### src/rtl/ib_rt_fifo.sv
// Per-port input buffer feeding dec_rt: a small flit FIFO whose head is presented
// pre-split into um_type/addr0/addr1, with in-place rewrite of the multicast bitmap.
module ib_rt_fifo #(
    parameter int DEPTH = 4,
    parameter int PTRW  = 2
) (
    input  logic             clk,
    input  logic             rst,
    input  logic             in_valid,
    input  logic [65:0]      in_data,
    input  logic             out_ready,
    input  logic             hd_upd,
    input  logic [55:0]      hd_addr1,
    output logic             out_valid,
    output logic [65:0]      out_data,
    output logic             um_type,
    output logic [10:0]      addr0,
    output logic [55:0]      addr1,
    output logic             credit_out,
    output logic [PTRW:0]    count,
    output logic             ovf
);

    localparam logic [PTRW:0] FULL = (PTRW + 1)'(DEPTH);

    logic [65:0]     mem [DEPTH];
    logic [PTRW-1:0] wr_ptr;
    logic [PTRW-1:0] rd_ptr;
    logic [65:0]     head;
    logic            full;
    logic            pop;
    logic            push;
    logic            upd;

    assign head      = mem[rd_ptr];
    assign full      = (count == FULL);
    assign out_valid = (count != '0);
    assign pop       = out_valid && out_ready;
    assign push      = in_valid && (!full || pop);
    // A rewrite only makes sense for a multicast head that is staying in the queue.
    assign upd       = hd_upd && out_valid && !out_ready && head[63];

    assign out_data  = out_valid ? head : '0;
    assign um_type   = out_data[63];
    assign addr0     = um_type ? '0 : out_data[62:52];
    assign addr1     = um_type ? out_data[62:7] : '0;

    // Storage needs no reset; the write slot differs from the head slot whenever both are active.
    always_ff @(posedge clk) begin
        if (push) begin
            mem[wr_ptr] <= in_data;
        end
        if (upd) begin
            mem[rd_ptr][62:7] <= hd_addr1;
        end
    end

    always_ff @(posedge clk or posedge rst) begin
        if (rst) begin
            wr_ptr     <= '0;
            rd_ptr     <= '0;
            count      <= '0;
            credit_out <= 1'b0;
            ovf        <= 1'b0;
        end else begin
            credit_out <= pop;
            if (push) begin
                wr_ptr <= wr_ptr + 1'b1;
            end
            if (pop) begin
                rd_ptr <= rd_ptr + 1'b1;
            end
            if (push && !pop) begin
                count <= count + 1'b1;
            end else if (pop && !push) begin
                count <= count - 1'b1;
            end
            if (in_valid && full && !pop) begin
                ovf <= 1'b1;
            end
        end
    end

endmodule

### config.mk
export PLATFORM = sky130hd
export DESIGN_NAME = ib_rt_fifo
export DESIGN_NICKNAME = d
export VERILOG_FILES = /design/src/rtl/ib_rt_fifo.sv
export SDC_FILE = /design/constraint.sdc
export NUM_CORES = 1
export LEC_CHECK = 0
export CAP_MARGIN = 20
export CORE_ASPECT_RATIO = 1.25
export CORE_MARGIN = 2
export CORE_UTILIZATION = 38
export DETAILED_ROUTE_END_ITERATION = 8
export PLACE_DENSITY = 0.71
export SLEW_MARGIN = 20
export SYNTH_ARGS = -nofsm -noshare
export SYNTH_HDL_FRONTEND = slang
export SYNTH_SLANG_ARGS = --single-unit
### constraint.sdc
create_clock -name clk -period 5.6 [get_ports clk]
set_clock_uncertainty 0.05 [all_clocks]
set_input_delay 1.12 -clock clk [delete_from_list [all_inputs] [get_ports clk]]
set_output_delay 1.12 -clock clk [all_outputs]
set_load 0.03 [all_outputs]
==> results of run 1 <==
-- Yosys cell counts, types with 8 or more instances --
library cell  count  area, um^2
and2_1           74       462.9
and3_1           60       375.4
buf_4            10       75.07
buf_1             8       30.03
nand4_1         224        1401
clkbuf_1         93       349.1
edfxtp_1        264        7928
ha_1              9       112.6
mux4_2           66        1486
inv_1            68       255.2
mux2i_1         224        2242
buf_2            10       50.05
dfrtp_1           9       225.2
buf_12           12       240.2
-- cell families (layout without fill, tap and decap cells) --
logic type | after synthesis | count (layout)
muxes | 293 | 293
buffers and inverters | 206 | 403
adders and majority gates | 10 | 10
DFF | 273 | 273
xor gates and xnor gates | 5 | 5
AOI/OAI and AO/OA | 1 | 1
and+or+nand+nor | 376 | 376
other | 0 | 2
-- metal layers --
layer / track usage, % / part of all wire, % / up-vias
met5: 0 / 0 / -
met4: 6.523 / 2.0 / 0
met3: 2.011 / 5.8 / 57
met2: 36.40 / 53 / 422
met1: 25.54 / 39 / 5407
li1: - / - / 4911
-- critical path: cells and delay by family (launching register included) --
| family | cells | cell delay (ns) |
|---|---|---|
| buffers and inverters | 3 | 1.84 |
| and+or+nand+nor | 2 | 0.66 |
| DFF | 1 | 0.45 |
-- registers in the layout, indices dropped and copies added, names as in the netlist --
signal,count
mem,264
count,3
rd_ptr,2
wr_ptr,2
credit_out,1
ovf,1
-- how the worst max path moves through the flow --
| stage | start | to | depth (start not counted) |
|---|---|---|---|
| global placement | count[0] | addr1[26] | 5 |
| global route | count[0] | addr1[36] | 5 |
| detailed placement | count[0] | addr1[34] | 5 |
| floorplan | out_ready | mem[2][10] | 5 |
| CTS | count[0] | addr1[34] | 5 |
| finish | count[0] | addr1[25] | 5 |
-- metrics by stage --
| stage | setup WS (ns) | utilization (%) | instance area (um^2) |
|---|---|---|---|
| floorplan | 1.632 | - | 15570 |
| global placement | 1.539 | 45.54 | 18320 |
| detailed placement | 1.404 | 45.54 | 18320 |
| CTS | 0.8223 | 47.94 | 19280 |
| global route | 0.6452 | 47.96 | 19290 |
| finish | 0.8655 | 47.96 | 19290 |
-- cells in the final DEF (no fill, tap or decap), types with 2 or more instances in the layout --
cell | synthesis | final
and2_1 | 74 | 74
and3_1 | 60 | 60
buf_4 | 10 | 18
buf_6 | 1 | 2
bufinv_16 | 0 | 7
clkbuf_1 | 93 | 2
clkbuf_16 | 0 | 27
clkdlybuf4s50_1 | 0 | 265
clkinv_1 | 0 | 3
clkinv_2 | 0 | 8
dfrtp_1 | 9 | 7
dfrtp_4 | 0 | 2
diode_2 | 0 | 2
edfxtp_1 | 264 | 264
ha_1 | 9 | 5
ha_2 | 0 | 4
inv_1 | 68 | 67
mux2_2 | 2 | 2
mux2i_1 | 224 | 224
mux4_2 | 66 | 66
nand2_1 | 4 | 4
nand2b_4 | 0 | 4
nand4_1 | 224 | 224
nand4_4 | 4 | 4
nor2_1 | 2 | 2
xnor2_1 | 3 | 3
xor2_1 | 2 | 2
-- power breakdown --
| part | internal [mW] | switching (mW) | total, mW |
|---|---|---|---|
| sequential | 2.93 | 0.210 | 3.14 |
| combinational | 2.52 | 3.77 | 6.29 |
| clock | 1.21 | 0.791 | 2.00 |
-- layout make-up --
| class | count | share of cell area (%) |
|---|---|---|
| Antenna cell | 2 | 0.02595 |
| Multi-Input combinational cell | 685 | 33.13 |
| Clock buffer | 29 | 3.542 |
| Tap cell | 546 | 3.542 |
| Inverter | 68 | 1.330 |
| Clock inverter | 20 | 1.459 |
| Sequential cell | 273 | 42.30 |
| Timing Repair Buffer | 286 | 14.67 |
==> results.txt, run 1 <==
----------------------------------------------------
[Run status]
  Status ... finished clean

[STA]
  Total setup violations reported at the end of the flow ... 0
  Maximum clock frequency ... 211.2 MHz
  Final period demand of the worst path ... 4.734 ns
  Fin Setup TNS ... 0 ns
  Final critical-path share of the clock period ... 84.54%
  Actual transition at the worst max-transition pin ... 1.028 ns
  Max-slew violation total from the final report ... 0
  Final number of hold-violating endpoints ... 0
  Worst slew margin ... between 30% and 40%
  Worst hold slack after final layout ... 0.4825 ns
  Unrepaired setup endpoints after global routing ... false

[Worst hold path]
  WHS Endpoint ... count[2]
  Hold path start ... count[2]
  Hold/Removal Path Class ... reg -> reg
  Instance count along the most critical hold path ... 1

[Clock tree]
  Clock tree sinks ... 273
  CTS max path bufs ... 3
  PostCTS Resize Cnt ... 0
  Register clock-pin slew on the reported worst setup and hold paths ... 0.07 ns
  Number of hold buffers added after cts ... 0
  CTS root buf ... clkbuf_16
  Clock tree from TritonCTS ... yes
  Total setup buffers inserted after CTS ... 0
  Clock latency of the later-clocked register in the worst-skew pair ... about 0.54 ns
  Number of buffers added by the clock tree synthesis step ... 27
  Maximum level of the CTS H-tree ... 1

[Yosys]
  Post-synthesis register bit count ... about 270
  Basic-gate share of the synthesized area counting and, or, nand and nor cells ... between 10% and 20%
  Xor/xnor share of the synthesized area ... 0.2813%
  Proportion of synthesized area in mux cells ... about 24%
  Fraction of the mapped netlist area in compound gates ... 0.04822%
  Number of distinct library cell variants in the gate-level netlist after synthesis ... 30
  Post-synthesis adder-cell area fraction ... 0.8518%
  YS warnings ... 0
  Synth Flop Type ... edfxtp_1
  Dominant combinational cell family by area after synthesis ... multiplexers
  Mean instance size in the synthesized netlist ... 13.38 um^2
  Instance count of the mapped netlist ... 1164
  Synthesized cell area ... 15570 um^2
  Sequential cell area fraction in the yosys report ... 52.36%
  Share of synthesized registers carrying an async set or reset ... under 10%
  Count of flip-flops with a built-in enable after synthesis ... 264
  Syn Nets ... 1301

[Drt]
  Detailed Routing Iterations Pass 1 ... 5
  First DRT Iteration DRCs ... 953
  Total Routed Length ... approximately 44000 um
  Vias per cell ... around 5.7
  Overall via count from detail_route ... 10797
  Routed wirelength normalized by instance count ... 22.87 um
  Remaining antenna violation count after routing ... 0
  Remaining design rule violation count ... 0

[Layout]
  Post-layout nets ... 1478
  Number of filler instances in the final layout ... 3577
  Area added between synthesis and finish ... 23.89%
  Area taken by multi-input logic gates ... 6390 um^2
  Non-filler cells in the finished layout ... 1909
  Storage cell area ... 8160 um^2
  Fraction of layout instances using a drive strength above 1 ... 11.02%

[Floorplanning]
  Initial standard-cell utilization of the core ... between 30% and 40%
  Count of boundary I/O pins ... 267
  Core region area ... between 40000 and 50000 um^2
  Floorplan die area ... 42620 um^2
  Die extent in x ... 185.1 um
  Number of placement rows ... 82
  Die span in y ... 230.3 um

[Setup path]
  CP Capture Type ... output port
  Largest fanout of any net on the critical path ... 73
  Max stage delay cell, worst path ... clkinv_2
  Endpoint of the worst register-to-register path ... mem[1][49]
  Worst EP arrival ... 3.56 ns
  Largest incremental delay on the critical path ... slightly above 0.7 ns
  Critical Path Start Type ... flip-flop
  Ordered cell list for the critical path ... nor3_1 > clkinv_2 > buf_4 > and3_1 > clkdlybuf4s50_1
  Startpoint of the lowest-slack register-to-register path ... count[0]
  Endpoint required time on the critical path ... 4.43 ns
  Worst Path Class, Setup ... reg -> out
  Cell count of the worst reg-to-reg path ... 6
  Worst setup slack for register-to-register paths ... around 1.9 ns

[Power and ir drop]
  Worst IR Drop VDD ... between 0.4 and 0.5 mV
  PwrDens ... 592.1 nW/um^2
  Post-layout total power ... 11.42 mW
  Leak pwr ... between 8 and 9 nW

[Placed design]
  Final weighted congestion of routability-driven global placement ... 0.7371
  DP HPWL ... approximately 25000 um
  Cell total after placement ... 1858
  Number of buffer cells added on primary ports ... 266

[GRT]
  First-pass GRT wire length ... 66310 um
  Vias in the first global route ... 11122
  Antenna violations before repair ... 2
  GRT Total Usage ... 20.29%
  Largest net degree at the start of global routing ... 116
  Remaining Overflow, GRT ... 0

[Job]
  MaxCap Viol Count ... 0

----------------------------------------------------
Power figures use the tool's default switching activity.
==> run 2: changes to the inputs <==
clock period = 4.5 ns   (was 5.6 ns; I/O delays follow)
==> run 2 against run 1 <==
  * Sequential share of layout area shrank 0.39 points
  * First-iteration DRC count shrank 13%
  * Critical path type unchanged
  * Critical path depth shrank 1
  * Global-route usage is essentially flat
  * Setup slack lost 0.50 ns
  * Total power grew 25%
  * Clock power grew 19%
  * Sequential power grew 23%
  * Register-to-register slack lost 1.0 ns
==> results.txt, run 2 (synthesized netlist as in run 1, its figures left out) <==
----------------------------------------------------
[STA]
  Total setup violations reported at the end of the flow ... 0 (unchanged)
  Final period demand of the worst path ... about 4.1 ns
  Fin Setup TNS ... 0 ns (unchanged)
  Final critical-path share of the clock period ... ~92%
  Unrepaired setup endpoints after global routing ... false
  Final number of hold-violating endpoints ... 0 (unchanged)
  Max-slew violation total from the final report ... 0 (unchanged)
  Worst slew margin ... 31.13% (-0.32 points)
  Worst path setup slack after routing ... 0.3700 ns (-0.4956 ns)
  Actual transition at the worst max-transition pin ... 1.033 ns (+0.004864 ns)
  Maximum clock frequency ... 242.1 MHz

[Layout]
  Commonest cells after routing, fill and taps aside ... edfxtp_1, clkdlybuf4s50_1, nand4_1, mux2i_1, and2_1
  Fraction of layout instances using a drive strength above 1 ... 13.80% (+2.8 points)
  Register name with the most flops ... mem
  Diode insertion count for antenna repair ... 0 (-2)
  Most common cell after layout, fill and taps aside ... edfxtp_1
  Biggest registers after layout ... mem (264), count (3)
  Area added between synthesis and finish ... 25.04%
  Number of filler instances in the final layout ... 3553 (-0.67%)
  Largest register FFs ... 264 (unchanged)
  Finished Core Util ... 48.41% (+0.44 points)
  Post-layout nets ... 1492 (+0.95%)

[Power and ir drop]
  Worst IR Drop VDD ... 0.4162 mV (-5.0%)
  Cell-internal power ... 8.302 mW (+25%)
  Share of power burned in combinational logic ... 56.4% (+1.4 points)
  Net Sw Power ... 5.968 mW (+25%)
  PwrDens ... 733.0 nW/um^2 (+24%)
  Proportion of power drawn by the clock network ... 16.7% (-0.8 points)
  Leak pwr ... 8.298 nW (+1.8%)
  Switching part of the total power ... 41.82% (+0.064 points)
  Portion of total power attributed to sequential cells ... 27.0% (-0.5 points)

[Drt]
  Total Routed Length ... 43850 um (+0.41%)
  Vias per cell ... 5.692 (+0.64%)
  Overall via count from detail_route ... 10946 (+1.4%)
  Remaining antenna violation count after routing ... 0 (unchanged)
  First DRT Iteration DRCs ... 825 (-13%)
  Remaining design rule violation count ... 0 (unchanged)
  Detailed Routing Iterations Pass 1 ... 5 (unchanged)
  Routed wirelength normalized by instance count ... 22.80 um (-0.33%)

[GRT]
  Largest net degree at the start of global routing ... 113 (-2.6%)
  GRT Total Usage ... 20.28% (about the same)
  First-pass GRT wire length ... 66430 um (+0.18%)
  Remaining Overflow, GRT ... 0 (unchanged)
  Vias in the first global route ... 11344 (+2.0%)
  Antenna violations before repair ... 0 (-2)

[Setup path]
  Cell count of the worst reg-to-reg path ... 6 (unchanged)
  CP Capture Type ... output port
  Largest incremental delay on the critical path ... 0.72 ns (about the same)
  Max stage delay cell, worst path ... dfrtp_4
  Endpoint required time on the critical path ... 3.55 ns (-0.88 ns)
  Largest fanout of any net on the critical path ... 51 (-30%)
  Ordered cell list for the critical path ... buf_12 > mux4_2 > and2_1 > clkdlybuf4s50_1
  Worst setup slack for register-to-register paths ... 0.85 ns (-1.02 ns)
  Critical Path Start Type ... flip-flop
  Worst Path Class, Setup ... reg -> out
  Worst EP arrival ... 3.18 ns (-0.38 ns)

[Placed design]
  Worst setup timing slack at the placement stage ... 0.8329 ns (-0.5706 ns)
  DP HPWL ... 26070 um (+4.2%)
  Number of buffer cells added on primary ports ... 266 (unchanged)
  Final weighted congestion of routability-driven global placement ... 0.7260 (-1.5%)

[Clock tree]
  PostCTS Resize Cnt ... 0 (unchanged)
  Total setup buffers inserted after CTS ... 0 (unchanged)
  Register clock-pin slew on the reported worst setup and hold paths ... 0.07 ns (about the same)
  Clock tree sinks ... 273 (unchanged)
  Number of hold buffers added after cts ... 0 (unchanged)
  Maximum level of the CTS H-tree ... 1 (unchanged)
  CTS max path bufs ... 3 (unchanged)
  CTS root buf ... clkbuf_16
  Clock latency of the later-clocked register in the worst-skew pair ... 0.54 ns (about the same)
  Clock tree from TritonCTS ... yes
  Number of buffers added by the clock tree synthesis step ... 28 (+3.7%)

[Floorplanning]
  Die span in y ... 230.3 um (unchanged)
  Floorplan die area ... 42620 um^2 (unchanged)
  Core region area ... 40220 um^2 (unchanged)
  Count of boundary I/O pins ... 267 (unchanged)
  Initial standard-cell utilization of the core ... 38.71% (unchanged)
  Die extent in x ... 185.1 um (unchanged)
  Number of placement rows ... 82 (unchanged)

[Worst hold path]
  Instance count along the most critical hold path ... 1 (unchanged)
  Hold/Removal Path Class ... reg -> reg

[Run status]
  Status ... finished clean

[Job]
  MaxCap Viol Count ... 0 (unchanged)

----------------------------------------------------
==> run 2: final timing paths <==
check,endpoint,startpoint
worst min register to register,count[2],count[2]
worst min-delay path,count[2],count[2]
max in group asynchronous,rd_ptr[1],rst
worst max register to register,mem[3][22],rd_ptr[0]
min in group asynchronous,rd_ptr[0],rst
worst max-delay path,out_data[10],rd_ptr[0]
==> run 2: per-layer routing <==
layer  global-route usage [%]  part of all wire [%]  up-vias
met5                        0                     0        -
met4                    6.845                   2.4        0
met3                    2.661                   6.0       71
met2                    37.36                    54      439
met1                    24.10                    38     5497
li1                         -                     -     4939
==> run 2: power by group through the flow <==
| stage | registers [mW] | clock network, mW | logic (mW) |
|---|---|---|---|
| 2_1_floorplan | 3.85 | 0 | 5.04 |
| 3_3_place_gp | 3.88 | 0 | 8.02 |
| 3_5_place_dp | 3.91 | 0 | 8.10 |
| 4_1_cts | 3.86 | 2.41 | 8.12 |
| 5_1_grt | 3.91 | 2.51 | 8.50 |
| 6_report | 3.85 | 2.38 | 8.04 |
==> run 2: layout make-up <==
| type | instances | area (um^2) | area share [%] |
|---|---|---|---|
| clock buffers | 32 | 767.0 | 3.940 |
| flip-flops and latches | 273 | 8160 | 41.92 |
| clock inverters | 20 | 183.9 | 0.9447 |
| repair buffers | 299 | 3028 | 15.55 |
| well taps | 546 | 683.2 | 3.509 |
| multi-input cells | 685 | 6390 | 32.82 |
| inverters | 68 | 256.5 | 1.317 |
==> run 2: metrics by stage <==
step | std cells | hold WS (ns) | power, mW | instance area [um^2]
3_5_place_dp | 1871 | 0.4688 | 12.00 | 18510
5_1_grt | 1923 | 0.4941 | 14.91 | 19470
2_1_floorplan | 1164 | 0.4480 | 8.894 | 15570
3_3_place_gp | 1871 | 0.4675 | 11.90 | 18510
6_report | 1923 | 0.4805 | 14.27 | 19470
4_1_cts | 1923 | 0.4832 | 14.39 | 19460
==> run 2: critical path, delay by kind of cell, from the launching register on <==
kind	cells	cell delay (ns)
buffers and inverters	2	1.03
DFF	1	0.72
muxes	1	0.65
and+or+nand+nor	1	0.19
